## src/rtl/div_pkg.sv

```systemverilog
// Shared types and constants for the radix-2 restoring divider.
package div_pkg;

  localparam int DIV_WIDTH = 16;
  localparam int CNT_W     = $clog2(DIV_WIDTH);

  typedef enum logic {
    IDLE = 1'b0,
    RUN  = 1'b1
  } state_t;

endpackage

```

## src/rtl/div_step.sv

```systemverilog
// One restoring step: subtract the divisor from the partial remainder and keep the
// difference only when it does not go negative.
module div_step #(
  parameter int WIDTH = 16
) (
  input  logic [WIDTH:0]   partial,
  input  logic [WIDTH-1:0] divisor,
  output logic [WIDTH-1:0] rem_next,
  output logic             q_bit
);

  // One extra bit beyond the partial remainder acts as the borrow/sign of the trial.
  logic [WIDTH+1:0] trial;

  assign trial    = {1'b0, partial} - {2'b00, divisor};
  assign q_bit    = ~trial[WIDTH+1];
  assign rem_next = q_bit ? trial[WIDTH-1:0] : partial[WIDTH-1:0];

endmodule

```

## src/rtl/restoring_div.sv

```systemverilog
// Sequential radix-2 restoring divider: 2W/W -> W quotient and W remainder, one
// quotient bit per clock behind a start/busy/done handshake.
module restoring_div
  import div_pkg::*;
#(
  parameter int WIDTH = DIV_WIDTH
) (
  input  logic               clk,
  input  logic               rst_n,
  input  logic               start,
  input  logic [2*WIDTH-1:0] dividend,
  input  logic [WIDTH-1:0]   divisor,
  output logic               busy,
  output logic               done,
  output logic               err,
  output logic [WIDTH-1:0]   quotient,
  output logic [WIDTH-1:0]   remainder
);

  localparam int CW = $clog2(WIDTH);

  state_t           state, state_next;
  logic [CW-1:0]    cnt;
  logic [WIDTH-1:0] rem_reg;
  logic [WIDTH-1:0] q_reg;
  logic [WIDTH-1:0] dvsr;
  logic             err_pend;

  logic             last_iter;
  logic [WIDTH:0]   partial;
  logic [WIDTH-1:0] step_rem;
  logic             step_q;
  logic [WIDTH-1:0] q_shifted;

  // The dividend's low half doubles as the quotient register: its MSB shifts into the
  // partial remainder while the new quotient bit enters at the bottom.
  assign partial   = {rem_reg, q_reg[WIDTH-1]};
  assign q_shifted = {q_reg[WIDTH-2:0], step_q};
  assign last_iter = (cnt == CW'(WIDTH - 1));

  div_step #(.WIDTH(WIDTH)) u_step (
    .partial  (partial),
    .divisor  (dvsr),
    .rem_next (step_rem),
    .q_bit    (step_q)
  );

  always_ff @(posedge clk or negedge rst_n) begin
    if (!rst_n) state <= IDLE;
    else        state <= state_next;
  end

  always_comb begin
    state_next = state;
    case (state)
      IDLE:    if (start) state_next = RUN;
      RUN:     if (err_pend || last_iter) state_next = IDLE;
      default: state_next = IDLE;
    endcase
  end

  // A high half >= divisor cannot yield a W-bit quotient (and catches divisor=0),
  // so such operations skip iteration and complete as errors on the next edge.
  always_ff @(posedge clk or negedge rst_n) begin
    if (!rst_n) begin
      cnt       <= '0;
      rem_reg   <= '0;
      q_reg     <= '0;
      dvsr      <= '0;
      err_pend  <= 1'b0;
      busy      <= 1'b0;
      done      <= 1'b0;
      err       <= 1'b0;
      quotient  <= '0;
      remainder <= '0;
    end else begin
      done <= 1'b0;
      case (state)
        IDLE: begin
          if (start) begin
            dvsr     <= divisor;
            rem_reg  <= dividend[2*WIDTH-1:WIDTH];
            q_reg    <= dividend[WIDTH-1:0];
            cnt      <= '0;
            err_pend <= (dividend[2*WIDTH-1:WIDTH] >= divisor);
            busy     <= 1'b1;
            err      <= 1'b0;
          end
        end
        RUN: begin
          if (err_pend) begin
            err_pend  <= 1'b0;
            quotient  <= '1;
            remainder <= '0;
            err       <= 1'b1;
            done      <= 1'b1;
            busy      <= 1'b0;
          end else begin
            rem_reg <= step_rem;
            q_reg   <= q_shifted;
            cnt     <= cnt + 1'b1;
            if (last_iter) begin
              cnt       <= '0;
              quotient  <= q_shifted;
              remainder <= step_rem;
              done      <= 1'b1;
              busy      <= 1'b0;
            end
          end
        end
        default: ;
      endcase
    end
  end

endmodule

```

## config.mk

```make
export PLATFORM = sky130hd
export DESIGN_NAME = restoring_div
export DESIGN_NICKNAME = d
export VERILOG_FILES = /design/src/rtl/div_pkg.sv /design/src/rtl/div_step.sv /design/src/rtl/restoring_div.sv
export SDC_FILE = /design/constraint.sdc
export NUM_CORES = 1
export LEC_CHECK = 0
export ABC_AREA = 1
export BUFFER_PORTS_ARGS = -buffer_cell sky130_fd_sc_hd__buf_2
export CELL_PAD_IN_SITES_DETAIL_PLACEMENT = 0
export CELL_PAD_IN_SITES_GLOBAL_PLACEMENT = 1
export CORE_ASPECT_RATIO = 0.8
export CORE_UTILIZATION = 44
export CTS_CLUSTER_SIZE = 30
export DETAILED_ROUTE_END_ITERATION = 10
export PLACE_DENSITY_LB_ADDON = 0.3
export SLEW_MARGIN = 5
export SYNTH_ARGS = -nofsm -noshare
export SYNTH_HDL_FRONTEND = slang
export SYNTH_SLANG_ARGS = --single-unit
```

## constraint.sdc

```tcl
create_clock -name clk -period 3.4 [get_ports clk]
set_clock_uncertainty 0.05 [all_clocks]
set_input_delay 0.85 -clock clk [delete_from_list [all_inputs] [get_ports clk]]
set_output_delay 0.85 -clock clk [all_outputs]
set_load 0.02 [all_outputs]
```

==> results.ini <==
[sta]
grt_setup_unrepaired=false
final-hold-violation-count=0
fmax_ghz=0.413
worst_slack_ps=979
finalSetupTns_ps=0
setup_viol=0
finalCritPeriodShare=0.712
maxSlewViolCount=0
hold_slack_ps=429
worst-slew-pin-transition_ps=1120
max_slew_margin=0.254
period_minus_slack_ps=2420

[cells_and_area]
post-route-util=0.534
drive_gt1_frac=0.159
area_delta_synth_final_pct=15.7
nets=911
antenna_cells=0
fill_cells=1183
regArea_mm2=0.00223
multi_input_area_mm2=0.00270

[drt]
drt-initial-drc-count=420
wl_um=14300
route.met3.wl_um=813
highest_layer=met4
drt-met1-wl_um=6930
drt-wirelength-per-cell_um=14.6
routed-wl-met2_um=6280
dr.pass1.iters=5
ant_nets=0
dr_total_vias=5025
viasPerCell=5.13
drc=0

[critical_path]
cp_common_cell=inv_2
critPathCaptureType=flip-flop
crit_family=simple AND/OR/NAND/NOR gates
cpPeakStageDelay_ps=910
rr_worst_depth=5
slowest_stage=nor2_2
rrSetupSlack_ps=980
critical_path_arrival_ps=2550
rr_endpoint=quotient[9]$_DFFE_PN0P_
required_ps=3530
start_kind=flip-flop
crit_chain=inv_2, nor2_1, inv_2, nor2_2, a21oi_1
crit-reg2reg-launch=state$_DFF_PN0_
crit_fanout=34
path_class=reg2reg
crit_buf_inv=2

[floorplan]
dieHeight_um=101
rows=35
die_width_um=126
core-area_mm2=0.0117
initial_core_util=0.461
die-area_mm2=0.0128
io_pins=86

[power]
p_leak_uw=0.00347
p_int_uw=3640
irDropWorstVdd_mv=0.464
sw_frac_of_total=0.503
seqPwrFrac=0.252
power_frac_comb=0.607
netSwitchingPower_uw=3680
clockPowerShare=0.141
p_per_area_mw_per_mm2=1170

[global_routing]
grt_pass1_vias=4854
overflow=0
grt_pass1_wl_um=24100
antenna_found_initial=0
grt_usage=0.241
grt_max_degree=54

[synth]
yosysTopAreaCellShare=0.411
ys_types=35
ys_warn_count=0
syn_area_per_cell_um2=7.25
synth-seq-area-share=0.411
syn_inst=747
yosys-top-cells-area=dfrtp_1, nand2_1, ha_1, inv_1, o21ai_0
yosys.area.top_type=dfrtp_1
ys_ff_latch=89
syn_area_mm2=0.00542
syn_nets=832

[min_path]
hold_end=remainder[12]$_DFFE_PN0P_
min-delay-start=remainder[12]$_DFFE_PN0P_
hold_depth=2
hold_path.class=reg2reg

[clock_network]
post_cts_buffers=0
cts_hold_buffers=0
clock_sinks=89
cts_tree=yes
cts_resized=0
numCtsBuffers=9
clk_pin_slew_ps=70
clock_path_buffers=2
clk-insertion-delay-late_ps=350
htreeDepth=3
cts_root_buf=clkbuf_16

[run_status]
outcome=complete, no violations

[place]
pre_cts_ws_ps=982
gp_congestion=0.927
placement.io_buffers=85
hpwl_um=10600

[job]
drv_cap=0

power by group through the flow:
stage,registers (µW),clock network (µW),logic (µW)
after detailed placement,1860,0,4430
after global placement,1840,0,4370
final,1840,1030,4450
after floorplan,1990,0,3170
after global routing,1900,1090,5070
after CTS,1850,1040,4450
layout make-up:
| cell class | instances | area share |
|---|---|---|
| Timing Repair Buffer | 91 | 0.0775 |
| Clock inverter | 6 | 0.0120 |
| Multi-Input combinational cell | 538 | 0.431 |
| Clock buffer | 10 | 0.0366 |
| Inverter | 97 | 0.0581 |
| Sequential cell | 89 | 0.356 |
| Tap cell | 148 | 0.0296 |
stage by stage:
| step | power, µW | cells | area [µm²] |
|---|---|---|---|
| finish | 7320 | 979 | 6260 |
| floorplan | 5160 | 747 | 5420 |
| CTS | 7340 | 979 | 6260 |
| detailed placement | 6290 | 963 | 5960 |
| global route | 8060 | 979 | 6260 |
| global placement | 6210 | 963 | 5960 |
worst register-to-register path, stage by stage (launching register included):
cell and delay (ps):
dfrtp_1 370, inv_2 220, nor2_1 300, inv_2 220
nor2_2 910, a21oi_1 200
worst max path at each step:
stage / startpoint / endpoint / slack, ps / cells after the start
floorplan: rem_reg[6]$_DFFE_PN0P_ / rem_reg[0]$_DFFE_PN0P_ / 1480 / 14
global route: state$_DFF_PN0_ / quotient[9]$_DFFE_PN0P_ / 690 / 5
finish: state$_DFF_PN0_ / quotient[9]$_DFFE_PN0P_ / 980 / 5
global placement: divisor[15] / err_pend$_DFFE_PN0P_ / 1050 / 11
CTS: state$_DFF_PN0_ / quotient[9]$_DFFE_PN0P_ / 980 / 5
detailed placement: state$_DFF_PN0_ / quotient[9]$_DFFE_PN0P_ / 980 / 5
layout by cell type (no fill, tap or decap), types with 2 or more instances in the layout:
cell / count
buf_4: 6
o211ai_1: 6
nor2_2: 3
nor3_1: 3
clkinv_4: 2
xnor2_1: 3
xor2_1: 5
dfrtp_1: 89
ha_1: 33
nand2_2: 7
nor2_1: 37
clkbuf_16: 9
nand3_2: 7
a21oi_1: 31
inv_1: 94
nor2_4: 2
inv_2: 3
o22ai_1: 2
a31oi_1: 7
o21ai_1: 3
nand3_1: 40
buf_2: 84
o21ai_0: 44
nand4_1: 4
nand2_1: 293
cell usage after synthesis (all sizes together):
library cell / instances
nand2: 302
inv: 97
dfrtp: 89
o21ai: 48
nand3: 47
nor2: 42
ha: 33
a21oi: 31
buf: 14
clkbuf: 9
a31oi: 7
o211ai: 6
xor2: 5
nand4: 4
nor3: 3
xnor2: 3
o22ai: 2
a22o: 1
and2: 1
fa: 1
nand3b: 1
or2: 1
cells by family (layout without fill, tap and decap cells):
kind of cell	Yosys count	after routing	share of synthesized area
flip-flops	89	89	0.411
AND/OR/NAND/NOR	401	401	0.311
XOR/XNOR	8	8	0.0129
buffers and inverters	120	204	0.0906
adder cells (fa/ha/maj)	34	34	0.0799
AO/OA/AOI/OAI	95	95	0.0940
routing by layer:
| layer | vias to the layer above | global-route usage |
|---|---|---|
| li1 | 2504 | - |
| met4 | 0 | 0.0806 |
| met5 | - | 0 |
| met2 | 169 | 0.378 |
| met1 | 2330 | 0.339 |
| met3 | 22 | 0.0454 |
Power figures use the tool's default switching activity.
